===== config.mk =====
export PLATFORM = sky130hd
export DESIGN_NAME = demo_input_player
export DESIGN_NICKNAME = d
export VERILOG_FILES = /design/src/rtl/demo_input_player.sv
export SDC_FILE = /design/constraint.sdc
export NUM_CORES = 1
export LEC_CHECK = 0
export ABC_AREA = 1
export BUFFER_PORTS_ARGS = -buffer_cell sky130_fd_sc_hd__buf_2
export CAP_MARGIN = 20
export CELL_PAD_IN_SITES_DETAIL_PLACEMENT = 0
export CELL_PAD_IN_SITES_GLOBAL_PLACEMENT = 1
export CORE_MARGIN = 2
export CORE_UTILIZATION = 30
export CTS_CLUSTER_DIAMETER = 80
export DETAILED_ROUTE_END_ITERATION = 16
export GPL_TIMING_DRIVEN = 0
export PLACE_DENSITY = 0.7
export SLEW_MARGIN = 20
export SYNTH_ARGS = -nofsm -noshare
export SYNTH_HDL_FRONTEND = slang
export SYNTH_SLANG_ARGS = --single-unit

===== constraint.sdc =====
create_clock -name frame_clk -period 2.1 [get_ports frame_clk]
set_input_delay 0.21 -clock frame_clk [delete_from_list [all_inputs] [get_ports frame_clk]]
set_output_delay 0.21 -clock frame_clk [all_outputs]
set_load 0.05 [all_outputs]

===== src/rtl/demo_input_player.sv =====
// demo_input_player
//   Attract-mode keycode source placed between the USB keycode register and
//   the player movement block. Live keycodes pass through with one frame of
//   latency. After IDLE_FRAMES consecutive idle frames, a scripted table of
//   {keycode, duration} entries is played. Any live key, or enable going low,
//   aborts playback on the same edge.
//
//   Optional build macro: DEMO_LOOP_EN
//     defined   : the script loops back to entry 0 at its end, and demo_active stays high
//     undefined : the script returns to pass-through at its end
//
// Ports
//   frame_clk    in   frame clock, one edge per video frame
//   Reset        in   synchronous, active-high reset
//   enable       in   1 = attract mode permitted
//   key_in       in   [7:0] live keycode, 8'h00 = no key
//   keycode      out  [7:0] registered keycode to the player block
//   demo_active  out  1 while scripted keycodes are driven
//   step_idx     out  current script entry
//   demo_done    out  1-frame pulse at the natural end of the script
//
// state  | meaning
// S_WAIT | pass key_in through, count idle frames
// S_PLAY | drive scripted keycodes, count down the entry duration

module demo_input_player #(
  parameter int IDLE_FRAMES = 600,
  parameter int SCRIPT_LEN  = 8,
  parameter int DUR_W       = 8,
  localparam int SW = (SCRIPT_LEN > 1) ? $clog2(SCRIPT_LEN) : 1,
  localparam int IW = $clog2(IDLE_FRAMES + 1)
) (
  input  logic          frame_clk,
  input  logic          Reset,
  input  logic          enable,
  input  logic [7:0]    key_in,
  output logic [7:0]    keycode,
  output logic          demo_active,
  output logic [SW-1:0] step_idx,
  output logic          demo_done
);

  localparam logic [0:0] S_WAIT = 1'b0;
  localparam logic [0:0] S_PLAY = 1'b1;

  logic [0:0]       state;
  logic [IW-1:0]    idle_cnt;
  logic [DUR_W-1:0] dur_cnt;

  // Script entry: {keycode, duration}. Duration 0 terminates the script.
  function automatic logic [8+DUR_W-1:0] entry(input logic [SW-1:0] idx);
    case (int'(idx))
      0:       entry = {8'h07, DUR_W'(40)};
      1:       entry = {8'h1A, DUR_W'(70)};
      2:       entry = {8'h04, DUR_W'(30)};
      3:       entry = {8'h00, DUR_W'(20)};
      default: entry = {8'h00, DUR_W'(0)};
    endcase
  endfunction

  logic             idle;
  logic [SW-1:0]    next_idx;
  logic [7:0]       e0_key;
  logic [DUR_W-1:0] e0_dur;
  logic [7:0]       nx_key;
  logic [DUR_W-1:0] nx_dur;
  logic             last;

  always_comb begin
    idle             = (key_in == 8'h00) && enable;
    next_idx         = step_idx + 1'b1;
    {e0_key, e0_dur} = entry('0);
    {nx_key, nx_dur} = entry(next_idx);
    // The last table slot ends the script even without a terminator entry.
    last             = (step_idx == SW'(SCRIPT_LEN - 1)) || (nx_dur == '0);
  end

  always_ff @(posedge frame_clk) begin
    if (Reset) begin
      state       <= S_WAIT;
      idle_cnt    <= '0;
      dur_cnt     <= '0;
      keycode     <= 8'h00;
      demo_active <= 1'b0;
      step_idx    <= '0;
      demo_done   <= 1'b0;
    end else begin
      demo_done <= 1'b0;
      case (state)
        S_WAIT: begin
          keycode <= key_in;
          if (idle) begin
            if (idle_cnt != IW'(IDLE_FRAMES))
              idle_cnt <= idle_cnt + 1'b1;
            // An empty script (entry 0 duration 0) never starts.
            if (idle_cnt == IW'(IDLE_FRAMES - 1) && e0_dur != '0) begin
              state       <= S_PLAY;
              keycode     <= e0_key;
              dur_cnt     <= e0_dur;
              step_idx    <= '0;
              demo_active <= 1'b1;
            end
          end else begin
            idle_cnt <= '0;
          end
        end
        S_PLAY: begin
          if (!idle) begin
            state       <= S_WAIT;
            keycode     <= key_in;
            demo_active <= 1'b0;
            idle_cnt    <= '0;
          end else if (dur_cnt > DUR_W'(1)) begin
            dur_cnt <= dur_cnt - 1'b1;
          end else if (last) begin
            demo_done <= 1'b1;
`ifdef DEMO_LOOP_EN
            step_idx <= '0;
            keycode  <= e0_key;
            dur_cnt  <= e0_dur;
`else
            state       <= S_WAIT;
            keycode     <= key_in;
            demo_active <= 1'b0;
            idle_cnt    <= '0;
`endif
          end else begin
            step_idx <= next_idx;
            keycode  <= nx_key;
            dur_cnt  <= nx_dur;
          end
        end
        default: state <= S_WAIT;
      endcase
    end
  end

endmodule

# After elaboration in Yosys (flattened, before gate mapping)
# Cells that the tools add are included.
[totals]
regBits = 32
inputBits = 11
output_inout_bits = 13
[op_classes]
n_addsub = 3
order_cmp = 1
eq_ne = 15
mux = 38
bitwise_logic = 2
n_reduce_logical = 10
[op_table]
columns = ["operator", "count"]
rows = [
  ["two-way mux 8 bit", 10],
  ["case mux 13 bit (4 select lines)", 1],
  ["two-way mux 10 bit", 5],
  ["case mux 8 bit (2 select lines)", 2],
  ["case mux 10 bit (2 select lines)", 1],
  ["zero test 8 bit", 2],
  ["two-way mux 3 bit", 5],
  ["two-way mux 1 bit", 11],
  ["adder 10 x 1 -> 10 bit, second input constant", 1],
  ["equality test 10 bit, second input constant", 1],
  ["inequality test 10 bit, second input constant", 1],
  ["greater-than comparator 8 x 1 -> 1 bit, second input constant", 1],
  ["inequality test 2 bit, second input constant", 4],
  ["AND reduction 4 bit", 2],
  ["subtractor 8 x 1 -> 8 bit, second input constant", 1],
  ["equality test 3 x 2 -> 1 bit, second input constant", 2],
  ["inequality test 3 x 2 -> 1 bit, second input constant", 2],
  ["inequality test 3 bit, second input constant", 2],
  ["case mux 3 bit (2 select lines)", 1],
  ["AND reduction 5 bit", 1],
  ["case mux 1 bit (2 select lines)", 2],
  ["OR reduction 4 bit", 1],
  ["adder 3 x 1 -> 3 bit, second input constant", 1],
  ["equality test 3 x 1 -> 1 bit, second input constant", 1],
  ["other kinds (7)", 8],
]

# Logic depth before layout (Yosys ltp)
[logic_depth]
depth_word = 9
mapped_depth = 13

# Worst setup path after synthesis
# Ideal clock, no wire load.
[synth_timing]
path_type = "register to register"
from = "register step_idx[1]"
to = "register idle_cnt[9]"
arrival_time_ns = 2.011
slack_ns = 0.025
stages_incl_launch_ff = 13
path_buffers = 1
period_less_slack_ns = 2.075
cell_sequence = "dfxtp_1 ha_1 ha_1 inv_2 o21ai_1 nand2_1 nand2_2 nand2_2 nand2_2 buf_6 a21oi_2 o21ai_1 nor2_1"
[synth_via]
elab_chain_len = 7
[synth_lines]
columns = ["item", "line", "text"]
rows = [
  ["start, declared", "39", "output logic [SW-1:0] step_idx,"],
  ["start signal, assigned", "128", "step_idx <= next_idx;"],
  ["adder 3 x 1 -> 3 bit", "71", "next_idx = step_idx + 1'b1;"],
  ["equality test 3 x 2 -> 1 bit, or another cell as far along", "52", "case (int'(idx))"],
  ["case mux 13 bit (4 select lines)", "52", ""],
  ["zero test 8 bit", "75", "last = (step_idx == SW'(SCRIPT_LEN - 1)) || (nx_dur == '0);"],
  ["logical OR 1 bit (*)", "75", ""],
  ["inequality test 3 x 2 -> 1 bit (no source line) (*)", "n/a", ""],
  ["AND reduction 3 bit (no source line) (*)", "n/a", ""],
  ["end signal, assigned", "94", "idle_cnt <= idle_cnt + 1'b1;"],
  ["end, declared", "47", "logic [IW-1:0] idle_cnt;"],
]
# Mark *: on every way between the ends. The rest lies on a longest branch, timed or not.
# A chain may end at the register's enable or synchronous reset.

# Worst setup path after layout
[layout_timing]
from = "register step_idx[0]"
to = "register dur_cnt[2]"
[layout_via]
elab_chain_len = 7
[layout_lines]
columns = ["item", "line", "text"]
rows = [
  ["adder 3 x 1 -> 3 bit", "71", ""],
  ["equality test 3 x 2 -> 1 bit, or another cell as far along", "52", ""],
  ["case mux 13 bit (4 select lines)", "52", ""],
  ["zero test 8 bit / two-way mux 8 bit (equally long branches)", "75, 115", ""],
  ["logical OR 1 bit / two-way mux 8 bit (equally long branches)", "75, 113", ""],
  ["inequality test 3 x 2 -> 1 bit (no source line) / two-way mux 8 bit (equally long branches)", "n/a", ""],
  ["AND reduction 4 bit (no source line) / case mux 8 bit (2 select lines) (equally long branches)", "n/a", ""],
  ["end signal, assigned", "99", "dur_cnt <= e0_dur;"],
  ["end signal, assigned", "114", "dur_cnt <= dur_cnt - 1'b1;"],
  ["end signal, assigned", "130", "dur_cnt <= nx_dur;"],
  ["end, declared", "48", "logic [DUR_W-1:0] dur_cnt;"],
]
# Several ways; a longest one is shown, not always the timed one. The select of a mux whose other input is x is not followed.

==> impl_summary.md <==
Global routing
Global routing consumed, over all layers together, 14.0% of the routing resources. The number of antenna violations at the first check in global routing was 0. The total overflow reported by the global router is 0. The first global-routing pass estimated 8390 um of wire. Entering global routing, the biggest net connects 11 pins. The number of global-route vias before repair is 1853.

Floorplan
The die is 87.1 um wide. The core footprint is 6720 um^2. For this design the top-level I/O count stands at 24. The floorplan step set the die height to 87.1 um. The floorplan has 30 rows. The starting density of the core is 30.8%. The die area is 7580 um^2.

Worst setup path
The maximum fanout encountered on the critical timing path is 6. The family with the most delay on the worst path is adder cells. The number of buffer and inverter stages on the critical path is 3. In this run the critical register-to-register path is captured at dur_cnt[2]. STA classifies the critical path endpoint as a flop.

Measured in cells, the most critical reg-to-reg path has a length of 12. The kind of critical path is reg -> reg. In this run the critical register-to-register path is launched from step_idx[0]. The signal on the critical path passes through ha_1, ha_1, inv_2, o21ai_0, nand2_1, nand2_2, nand2_2, nand2_4, buf_8, inv_1, o21ai_0, a21oi_1. For the worst setup path, the data required time is 2.30 ns.

On the critical path, the stage with the largest delay is an instance of sky130_fd_sc_hd__dfxtp_2. The arrival time at the worst endpoint is 2.13 ns. Setup slack on the worst reg-to-reg path comes out at 0.17 ns.

The delay of the slowest critical-path stage is 0.35 ns. The kind of start point of the critical path is a flop.

STA
The final hold violation count came to 0. After layout, the worst path uses 91.8% of the clock period. After layout, the minimum clock period comes to 1.93 ns. The worst max-slew margin expressed relative to the limit is 61.9%. The highest clock frequency the design can meet is 0.519 GHz. At the pin with the least slew margin, the transition time is 0.571 ns. Setup slack on the critical path of the routed design comes to 0.172 ns.

The setup clock skew after layout is 0.00664 ns. The total negative setup slack is 0 ns. The number of pins with negative max-slew slack in the final report is 0.

The number of setup violations in the final report is 0.

Finish
From synthesis to final layout, the design area changed by 16.7%. The share of cells above drive strength 1 is 20.3%. Once layout is done, the placed cells without fillers occupy 2420 um^2. The net total in the final layout is 361. The repair_antennas step left the layout with diodes totalling 0.

Logic synthesis
Summing the sequential cell areas from Yosys gives 30.9% of the chip area. The total standard cell area after synthesis is 2070 um^2. The count of distinct cell types in the synthesized netlist is 34. The post-synthesis cell count is 308.

The total of warnings raised by yosys is 0. Synthesis inferred 32 register bits. The synthesized net count is 329. The mean area per synthesized cell is 6.72 um^2.

Placed design
Routability-driven placement finished with a final weighted congestion of 0.773. The post-place instance area is 2290 um^2. After legalization and detailed placement, the total HPWL measured 3760 um. During placement, the flow inserted port buffers numbering 23. The setup slack at placement is 0.102 ns.

Min path
The path with the worst hold slack has its endpoint at keycode[5]. In this run the worst hold path is classified as in -> reg. Along the worst hold path, the cell count comes to 3. The launch point of the worst hold path is key_in[5].

Power
The completed layout was analyzed and its total power is 1160 uW. The highest ir drop seen on vdd is 0.000238 V. The switching share of total power is 25.6%. The switching power is 296 uW.

The design internal power is 861 uW. The share of total power in sequential cells is 53.4%. The leakage power is 0.00111 uW. Power spread over the standard cell area amounts to 479 nW/um^2. The combinational power share is 6.9%. The clock network is responsible for 39.6% of the overall power.

Clocking
In this run, CTS created clock tree buffers numbering 5. The clock drives 32 sinks. TritonCTS built the clock tree. The H-tree was split into 2 levels. The clock slew at the register clock pins of the worst setup and hold paths is 0.07 ns. After clock tree synthesis, the flow added hold-fix buffers numbering 0. The clock passes through at most 2 buffers. Clock tree synthesis selected as its root buffer the cell sky130_fd_sc_hd__clkbuf_8.

The insertion delay to the later sink of the worst-skew pair is 0.28 ns.

Drt
In this run, the number of DRC markers left after iteration 0 of detailed routing was 73. After detailed routing, the number of remaining DRC violations is 0. The first TritonRoute pass finished after 4 iterations. The number of nets still failing antenna checks after routing is 0.

The via density per instance is 4.62. The mean routed wirelength per cell is 11.9 um. For this block, the routed nets add up to 4990 um of wire. The count of vias placed by the detailed router is 1939.

Flow run
Across the run, the number of max-cap violations was 0.

Status
The run finished with clean final reports.
[synth_stat cells]
library cell               instances  area share [%]
sky130_fd_sc_hd__dfxtp_1          32              31
sky130_fd_sc_hd__nand4_1           2            0.60
sky130_fd_sc_hd__xor2_1            3             1.3
sky130_fd_sc_hd__nor2_8            1            0.97
sky130_fd_sc_hd__o21ai_1           3            0.72
sky130_fd_sc_hd__nand3_1          25             6.0
sky130_fd_sc_hd__nor3_2            2            0.97
sky130_fd_sc_hd__nor2_1           44             8.0
sky130_fd_sc_hd__nor2_2            2            0.60
sky130_fd_sc_hd__inv_2             2            0.36
sky130_fd_sc_hd__nand2_2           6             1.8
sky130_fd_sc_hd__clkinv_1          1            0.18
sky130_fd_sc_hd__nand2_1          62              11
sky130_fd_sc_hd__a21oi_1          21             5.1
sky130_fd_sc_hd__clkbuf_1          1            0.18
sky130_fd_sc_hd__inv_4             1            0.30
sky130_fd_sc_hd__nand3_2           3             1.5
sky130_fd_sc_hd__o21bai_1          1            0.36
sky130_fd_sc_hd__a31oi_1           1            0.30
sky130_fd_sc_hd__nand4_2           1            0.60
sky130_fd_sc_hd__or2_2             2            0.60
sky130_fd_sc_hd__buf_4             1            0.36
sky130_fd_sc_hd__nor2_4            2             1.1
sky130_fd_sc_hd__o21ai_0          19             4.6
sky130_fd_sc_hd__nor3_1            3            0.72
sky130_fd_sc_hd__ha_1             10             6.0
sky130_fd_sc_hd__nand2_4           5             2.7
sky130_fd_sc_hd__buf_2             1            0.24
sky130_fd_sc_hd__o21ai_2           3             1.3
sky130_fd_sc_hd__nand3_4           1            0.85
sky130_fd_sc_hd__nand3b_1          1            0.36
sky130_fd_sc_hd__inv_1            43             7.8
sky130_fd_sc_hd__buf_6             1            0.54
sky130_fd_sc_hd__a21oi_2           2            0.85
[flip-flops by register name, indices dropped and copies added, names as in the netlist]
| register | cells |
|---|---|
| demo_active | 1 |
| demo_done | 1 |
| dur_cnt | 8 |
| idle_cnt | 10 |
| keycode | 8 |
| state | 1 |
| step_idx | 3 |
[cell type report]
class	count	area (um^2)
clock buffers	6	72.6
inverters	47	179
multi-input cells	225	1240
fillers	744	4300
repair buffers	25	148
clock inverters	1	5.00
flip-flops and latches	32	642
well taps	80	100
plain buffers	4	31.3
[worst max-delay path by stage]
stage                           start          end  slack [ns]  cells after the start
final                     step_idx[0]   dur_cnt[2]        0.17                     12
after global placement    step_idx[0]   dur_cnt[2]        0.09                     12
after detailed placement  step_idx[0]   dur_cnt[2]        0.10                     12
after CTS                 step_idx[0]   dur_cnt[2]        0.07                     12
after global routing      step_idx[0]  idle_cnt[9]       -0.01                     12
after floorplan           step_idx[1]  idle_cnt[9]        0.03                     12
[metrics by stage]
| stage | hold slack [ns] | instances | utilization (%) |
|---|---|---|---|
| finish | 0.170 | 420 | 36.0 |
| global route | 0.185 | 420 | 36.0 |
| CTS | 0.171 | 418 | 35.2 |
| detailed placement | 0.451 | 411 | 34.0 |
| global placement | 0.449 | 411 | 34.0 |
| floorplan | 0.289 | 308 | - |
[logic make-up (layout without fill, tap and decap cells)]
kind of cell | count (synthesis) | in the layout | share of synthesized area (%)
flip-flops | 32 | 32 | 30.9
AO/OA/AOI/OAI | 50 | 50 | 13.2
adder cells (fa/ha/maj) | 10 | 10 | 6.04
buffers and inverters | 51 | 83 | 9.97
XOR/XNOR | 3 | 3 | 1.27
AND/OR/NAND/NOR | 162 | 162 | 38.6
[worst reg2reg max path: cells and delay by family (launching register included)]
family / cells / cell delay (ns)
AO/OA/AOI/OAI: 3 / 0.32
adder cells (fa/ha/maj): 2 / 0.48
buffers and inverters: 3 / 0.31
flip-flops: 1 / 0.35
AND/OR/NAND/NOR: 4 / 0.39
[per-layer routing]
layer,GRT usage (%),vias up,part of all wire [%]
met4,3.13,0,0.46
met2,22.8,21,45
met1,18.5,874,52
met5,0,-,0
li1,-,1042,-
met3,3.51,2,3.5
[power by group through the flow]
stage | logic (uW) | registers, uW | clock network (uW)
2_1_floorplan | 23.4 | 661 | 0
3_3_place_gp | 80.8 | 632 | 0
3_5_place_dp | 81.1 | 632 | 0
4_1_cts | 81.2 | 618 | 472
5_1_grt | 87.9 | 619 | 504
6_report | 80.4 | 618 | 458
[cell usage in the layout, fill, tap and decap left out, types with 4 or more instances in the layout]
cell / netlist / final
sky130_fd_sc_hd__o21ai_2: 3 / 4
sky130_fd_sc_hd__nand2_4: 5 / 6
sky130_fd_sc_hd__dfxtp_1: 32 / 31
sky130_fd_sc_hd__buf_2: 1 / 24
sky130_fd_sc_hd__ha_1: 10 / 10
sky130_fd_sc_hd__inv_1: 43 / 43
sky130_fd_sc_hd__a21oi_1: 21 / 21
sky130_fd_sc_hd__nand2_2: 6 / 5
sky130_fd_sc_hd__nor2_1: 44 / 44
sky130_fd_sc_hd__o21ai_0: 19 / 19
sky130_fd_sc_hd__nand3_1: 25 / 25
sky130_fd_sc_hd__nand2_1: 62 / 62
sky130_fd_sc_hd__clkbuf_8: 0 / 5
[timing repair]
item                                    in CTS  in global routing
setup buffers                                0                  1
resized for setup                            0                  5
endpoints found under the setup margin       0                 10
(Power assumes the default switching activity.)
